## config.mk

```make
export PLATFORM = sky130hd
export DESIGN_NAME = regfile_write_arbiter_flat
export DESIGN_NICKNAME = d
export VERILOG_FILES = /design/src/rtl/regfile_write_arbiter_if.sv /design/src/rtl/regfile_write_arbiter.sv /design/src/flat_wrapper.sv
export SDC_FILE = /design/constraint.sdc
export NUM_CORES = 1
export LEC_CHECK = 0
export ABC_AREA = 1
export ABC_CLOCK_PERIOD_IN_PS = 7100
export CAP_MARGIN = 25
export CORE_AREA = 2 2 98 100
export DETAILED_ROUTE_END_ITERATION = 8
export DIE_AREA = 0 0 100 102
export GPL_TIMING_DRIVEN = 0
export PLACE_DENSITY = 0.84
export SLEW_MARGIN = 40
export SYNTH_ARGS = -nofsm -noshare
export SYNTH_HDL_FRONTEND = slang
export SYNTH_SLANG_ARGS = --single-unit
export TNS_END_PERCENT = 1
```

## constraint.sdc

```tcl
create_clock -name clock -period 7.1 [get_ports clock]
set_clock_uncertainty 0.15 [all_clocks]
set_input_delay 1.42 -clock clock [delete_from_list [all_inputs] [get_ports clock]]
set_output_delay 1.42 -clock clock [all_outputs]
set_load 0.03 [all_outputs]
```

## src/rtl/regfile_write_arbiter_if.sv

```systemverilog
// Write-port bus between NREQ requesters and the register-file write arbiter.
// Carries the request handshake, the stall input and the registered write outputs.
interface regfile_write_arbiter_if #(
  parameter int NREQ   = 4,
  parameter int ADDR_W = 5,
  parameter int DATA_W = 32
);
  logic [NREQ-1:0]        req_valid;
  logic [NREQ*ADDR_W-1:0] req_addr;
  logic [NREQ*DATA_W-1:0] req_data;
  logic [NREQ-1:0]        req_ready;
  logic                   wr_stall;
  logic                   ctrl_writeEnable;
  logic [ADDR_W-1:0]      ctrl_writeReg;
  logic [DATA_W-1:0]      data_writeReg;
  logic [2:0]             grant_id;
  logic [7:0]             drop_count;

  modport master (
    output req_valid, req_addr, req_data, wr_stall,
    input  req_ready, ctrl_writeEnable, ctrl_writeReg, data_writeReg, grant_id, drop_count
  );

  modport slave (
    input  req_valid, req_addr, req_data, wr_stall,
    output req_ready, ctrl_writeEnable, ctrl_writeReg, data_writeReg, grant_id, drop_count
  );
endinterface

```

## src/rtl/regfile_write_arbiter.sv

```systemverilog
// Round-robin arbiter sharing one register-file write port among NREQ requesters,
// with a registered write stage, register-0 filtering and downstream stall.

module regfile_write_arbiter_lane #(
  parameter int ADDR_W = 5,
  parameter int DATA_W = 32
) (
  input  logic [ADDR_W-1:0] addr_in,
  input  logic [DATA_W-1:0] data_in,
  output logic [ADDR_W-1:0] addr,
  output logic [DATA_W-1:0] data,
  output logic              is_zero
);
  assign addr    = addr_in;
  assign data    = data_in;
  assign is_zero = (addr_in == '0);
endmodule

module regfile_write_arbiter #(
  parameter int NREQ   = 4,
  parameter int ADDR_W = 5,
  parameter int DATA_W = 32
) (
  input  logic                   clock,
  input  logic                   ctrl_reset_n,
  regfile_write_arbiter_if.slave bus
);
  localparam int                PTR_W  = $clog2(NREQ);
  localparam logic [PTR_W:0]    NREQ_L = (PTR_W+1)'(NREQ);
  localparam logic [NREQ-1:0]   ONE    = NREQ'(1);

  logic [NREQ-1:0][ADDR_W-1:0] lane_addr;
  logic [NREQ-1:0][DATA_W-1:0] lane_data;
  logic [NREQ-1:0]             lane_zero;

  logic [PTR_W-1:0]  ptr, off, sel, ptr_nxt;
  logic [PTR_W:0]    sum, inc;
  logic [2*NREQ-1:0] dbl;
  logic              xfer;

  for (genvar i = 0; i < NREQ; i++) begin : g_lane
    regfile_write_arbiter_lane #(.ADDR_W(ADDR_W), .DATA_W(DATA_W)) u_lane (
      .addr_in (bus.req_addr[i*ADDR_W +: ADDR_W]),
      .data_in (bus.req_data[i*DATA_W +: DATA_W]),
      .addr    (lane_addr[i]),
      .data    (lane_data[i]),
      .is_zero (lane_zero[i])
    );
  end

  // Rotate the valid vector so ptr sits at bit 0; the lowest set bit is the winner's offset.
  always_comb begin
    dbl = {bus.req_valid, bus.req_valid} >> ptr;
    off = '0;
    for (int k = NREQ-1; k >= 0; k--)
      if (dbl[k]) off = PTR_W'(k);
    sum = {1'b0, ptr} + {1'b0, off};
    if (sum >= NREQ_L) sum = sum - NREQ_L;
    sel = sum[PTR_W-1:0];
    inc = {1'b0, sel} + 1'b1;
    if (inc == NREQ_L) inc = '0;
    ptr_nxt = inc[PTR_W-1:0];
  end

  assign xfer          = (|bus.req_valid) & ~bus.wr_stall;
  assign bus.req_ready = (xfer && ctrl_reset_n) ? (ONE << sel) : '0;

  always_ff @(posedge clock or negedge ctrl_reset_n) begin
    if (!ctrl_reset_n) begin
      ptr                  <= '0;
      bus.ctrl_writeEnable <= 1'b0;
      bus.ctrl_writeReg    <= '0;
      bus.data_writeReg    <= '0;
      bus.grant_id         <= '0;
      bus.drop_count       <= '0;
    end else begin
      bus.ctrl_writeEnable <= xfer & ~lane_zero[sel];
      if (xfer) begin
        ptr          <= ptr_nxt;
        bus.grant_id <= 3'(sel);
        if (!lane_zero[sel]) begin
          bus.ctrl_writeReg <= lane_addr[sel];
          bus.data_writeReg <= lane_data[sel];
        end else if (bus.drop_count != 8'hFF) begin
          bus.drop_count <= bus.drop_count + 8'd1;
        end
      end
    end
  end
endmodule

```

## src/flat_wrapper.sv

```systemverilog
// flat-port wrapper written by rule: the top's interface ports become plain ports
module regfile_write_arbiter_flat 
#(
  parameter int NREQ   = 4,
  parameter int ADDR_W = 5,
  parameter int DATA_W = 32
)
  (clock, ctrl_reset_n, bus_req_valid, bus_req_addr, bus_req_data, bus_wr_stall, bus_req_ready, bus_ctrl_writeEnable, bus_ctrl_writeReg, bus_data_writeReg, bus_grant_id, bus_drop_count);
  regfile_write_arbiter_if #(.NREQ(NREQ), .ADDR_W(ADDR_W), .DATA_W(DATA_W)) bus_i ();
  input  logic clock;
  input  logic ctrl_reset_n;
  input wire logic [$bits(bus_i.req_valid)-1:0] bus_req_valid;
  input wire logic [$bits(bus_i.req_addr)-1:0] bus_req_addr;
  input wire logic [$bits(bus_i.req_data)-1:0] bus_req_data;
  input wire logic [$bits(bus_i.wr_stall)-1:0] bus_wr_stall;
  output wire logic [$bits(bus_i.req_ready)-1:0] bus_req_ready;
  output wire logic [$bits(bus_i.ctrl_writeEnable)-1:0] bus_ctrl_writeEnable;
  output wire logic [$bits(bus_i.ctrl_writeReg)-1:0] bus_ctrl_writeReg;
  output wire logic [$bits(bus_i.data_writeReg)-1:0] bus_data_writeReg;
  output wire logic [$bits(bus_i.grant_id)-1:0] bus_grant_id;
  output wire logic [$bits(bus_i.drop_count)-1:0] bus_drop_count;
  assign bus_i.req_valid = bus_req_valid;
  assign bus_i.req_addr = bus_req_addr;
  assign bus_i.req_data = bus_req_data;
  assign bus_i.wr_stall = bus_wr_stall;
  assign bus_req_ready = bus_i.req_ready;
  assign bus_ctrl_writeEnable = bus_i.ctrl_writeEnable;
  assign bus_ctrl_writeReg = bus_i.ctrl_writeReg;
  assign bus_data_writeReg = bus_i.data_writeReg;
  assign bus_grant_id = bus_i.grant_id;
  assign bus_drop_count = bus_i.drop_count;
  regfile_write_arbiter #(.NREQ(NREQ), .ADDR_W(ADDR_W), .DATA_W(DATA_W)) u_core (.clock(clock), .ctrl_reset_n(ctrl_reset_n), .bus(bus_i));
endmodule
```

==> results.cfg <==
[synthesis]
synthXorXnorAreaFrac_pct = 1.651
synthCells = 651
ys_seq_elements = 50
ys_seq_area_share_pct = 33.70
synth-simple-area-share_pct = 53.62
synth_top_area_share_pct = 48.94
synth-compound-area-share_pct = 2.191
synthMuxAreaShare_pct = 0
yosysTopAreaCell = nand2_1
syn_area_um2 = 3712
synth-adder-area-share_pct = 1.348
synth_top_family_by_area = simple AND/OR/NAND/NOR gates
ys_types = 22
yosys_warnings = 0
yosys-top-cells-area = nand2_1 49%, dfrtp_1 34%, clkbuf_1 2.0%
avgSynthCellArea_um2 = 5.702
synth_nets = 810

[clock_network]
clk_pin_slew_worst_paths_ps = 90
htreeDepth = 2
cts_buffer_depth = 2
numCtsBuffers = 5
cts_hold_buffers = 0
numClockSinks = 50
clock_latency_ps = 310
cts_setup_buffers = 0
cts_root_buf = clkbuf_8
ctsResizeCount = 0
cts_tree = built

[sta]
tns_ps = 0
fmax_mhz = 157.3
min_period_ps = 6357
hold_slack_ps = 336.2
worst_slack_ps = 742.7
hold_viol = 0
rsz0062_at_grt = no
max_slew_margin_pct = 57.46
period_share_pct = 89.54
worst_pin_slew_ps = 635.1
finalMaxSlewViolations = 0
setup_viol = 0

[run_status]
outcome = completed

[power_and_ir_drop]
power_frac_clock_pct = 6.9
power_density_nw_per_um2 = 599.9
share_seq_of_total_power_pct = 14.0
p_switching_mw = 2.084
pwr-share-comb_pct = 79.1
p_leak_nw = 3.229
switching_share_pct = 57.20
ir_worst_vdd_v = 0.0002846
p_int_mw = 1.559
power_mw = 3.644

[place]
post-place-ws_ps = 821.8
detailed_place_hpwl_um = 10860
port_buffers = 206
gpl.final_weighted_congestion = 0.8863

[floorplan]
fp.coreArea_um2 = 9109
num_rows = 35
ios = 208
start_util_pct = 40.76
die_w_um = 100
fp.dieH_um = 102
design.die.area_um2 = 10200

[min_path]
hold_path.class = reg2reg
holdPathStages = 2

[cells_and_area]
layout-drive-gt1-share_pct = 3.464
diodes = 0
syn2layout_area_growth_pct = 63.60
nets = 1024

[drt]
drcViolationCount = 0
drt_wl_total_um = 14000
drt_iter0_drc = 343
vias = 4808
vias_per_cell = 4.921
ant_nets = 0
routedWlPerCell_um = 14.33
drtPass1Iterations = 7

[worst_setup_path]
crit_slowest_cell = clkdlybuf4s50_1
r2r_cells = 18
cp_max_fo = 10
arrival_ps = 4790
crit_type = in2out
cpPeakStageDelay_ps = 690
path_cells = clkdlybuf4s50_1, nand2_1, nand3_1, nand2_1, nand3_1, a21boi_0, ha_1, inv_1, clkbuf_1, clkbuf_1, ha_1, inv_1, nor2_1, clkdlybuf4s50_1
end_kind = primary output
critPathLaunchType = primary input
required_ps = 5530

[grt]
grt_max_degree = 29
gr-usage-all-layers_pct = 26.30
grt_antenna_before_repair = 0
grt_overflow_total = 0
grt_pass1_vias = 4427
grt_pass1_wl_um = 21300

[job]
cap_viol_max_count = 0
[area by class of cell]
cell class                 count  area, um2
fill                         790       3035
inverter                      21      78.83
multi-input combinational    546       2187
buffer                        34      195.2
clock inverter                 2      60.06
sequential                    50       1251
clock buffer                   6      82.58
tap                          111      138.9
timing repair buffer         207       2079
[path summary, 6_finish.rpt]
path / start / endpoint / slack, ps
setup / recovery: bus_req_valid[0] / bus_req_ready[2] / 740
hold / removal: u_core.bus.data_writeReg[3] / u_core.bus.data_writeReg[3] / 340
setup reg to reg: u_core.ptr[0] / u_core.bus.ctrl_writeReg[4] / 3900
hold reg to reg: u_core.bus.data_writeReg[3] / u_core.bus.data_writeReg[3] / 340
max in group asynchronous: ctrl_reset_n / u_core.bus.grant_id[1] / 5500
min in group asynchronous: ctrl_reset_n / u_core.bus.data_writeReg[18] / 840
[per-stage QoR]
step           utilization [%]  area (um2)  std cells
5_1_grt                  66.68        6073        977
3_5_place_dp             65.11        5931        969
6_report                 66.68        6073        977
3_3_place_gp             64.92        5913        968
4_1_cts                  66.68        6073        977
2_1_floorplan                -        3712        651
[cells in the final DEF (no fill, tap or decap), types with 3 or more instances in the layout]
master,count
buf_4,6
buf_2,3
inv_1,17
nor3_1,3
nand4_1,5
nand3_1,14
xnor2_1,4
xor2_1,3
o21ai_0,12
nand2_1,484
clkbuf_8,6
clkbuf_1,20
inv_2,4
buf_6,6
dfrtp_1,50
clkdlybuf4s50_1,205
nor2_1,10
ha_1,4
[metal layers]
metal | wire length [um] | track usage [%] | vias up | share of wire (%)
li1 | - | - | 2385 | -
met1 | 5586 | 32.12 | 2161 | 40
met2 | 6956 | 47.35 | 228 | 50
met3 | 1021 | 4.241 | 34 | 7.3
met4 | 437 | 8.957 | 0 | 3.1
met5 | 0 | 0 | - | 0
[sequential cells by signal, summed over array words and instances, names as in the netlist]
register                     flops
u_core.bus.data_writeReg        32
u_core.ptr                       2
u_core.bus.ctrl_writeEnable      1
u_core.bus.ctrl_writeReg         5
u_core.bus.drop_count            8
u_core.bus.grant_id              2
[power by group through the flow]
stage | logic, mW | clock network (mW) | registers (mW)
2_1_floorplan | 1.75 | 0 | 0.717
3_3_place_gp | 2.79 | 0 | 0.506
3_5_place_dp | 2.85 | 0 | 0.510
4_1_cts | 2.86 | 0.254 | 0.508
5_1_grt | 3.24 | 0.266 | 0.523
6_report | 2.88 | 0.252 | 0.510
[worst max-delay path: cells and delay by family]
family | cells | cell delay, ps
adders and majority gates | 2 | 560
buffers and inverters | 6 | 2180
and+or+nand+nor | 5 | 470
AOI/OAI and AO/OA | 1 | 170
[kinds of logic (layout without fill, tap and decap cells)]
| logic type | Yosys count | after routing |
|---|---|---|
| AND/OR/NAND/NOR | 519 | 519 |
| XOR/XNOR | 7 | 7 |
| adder cells (fa/ha/maj) | 4 | 4 |
| buffers and inverters | 55 | 270 |
| other | 1 | 1 |
| AO/OA/AOI/OAI | 15 | 15 |
| flip-flops | 50 | 50 |
[cell usage after synthesis]
library cell and count:
nand2_1 484, dfrtp_1 50, clkbuf_1 20, inv_1 17, nand3_1 14, o21ai_0 12
nor2_1 10, buf_6 6, buf_4 5, nand4_1 5, ha_1 4, inv_2 4
xnor2_1 4, buf_2 3, nor3_1 3, xor2_1 3, nand2_2 2, a21boi_0 1
a31oi_1 1, conb_1 1, nand3b_1 1, o31ai_1 1
(Power assumes the default switching activity.)
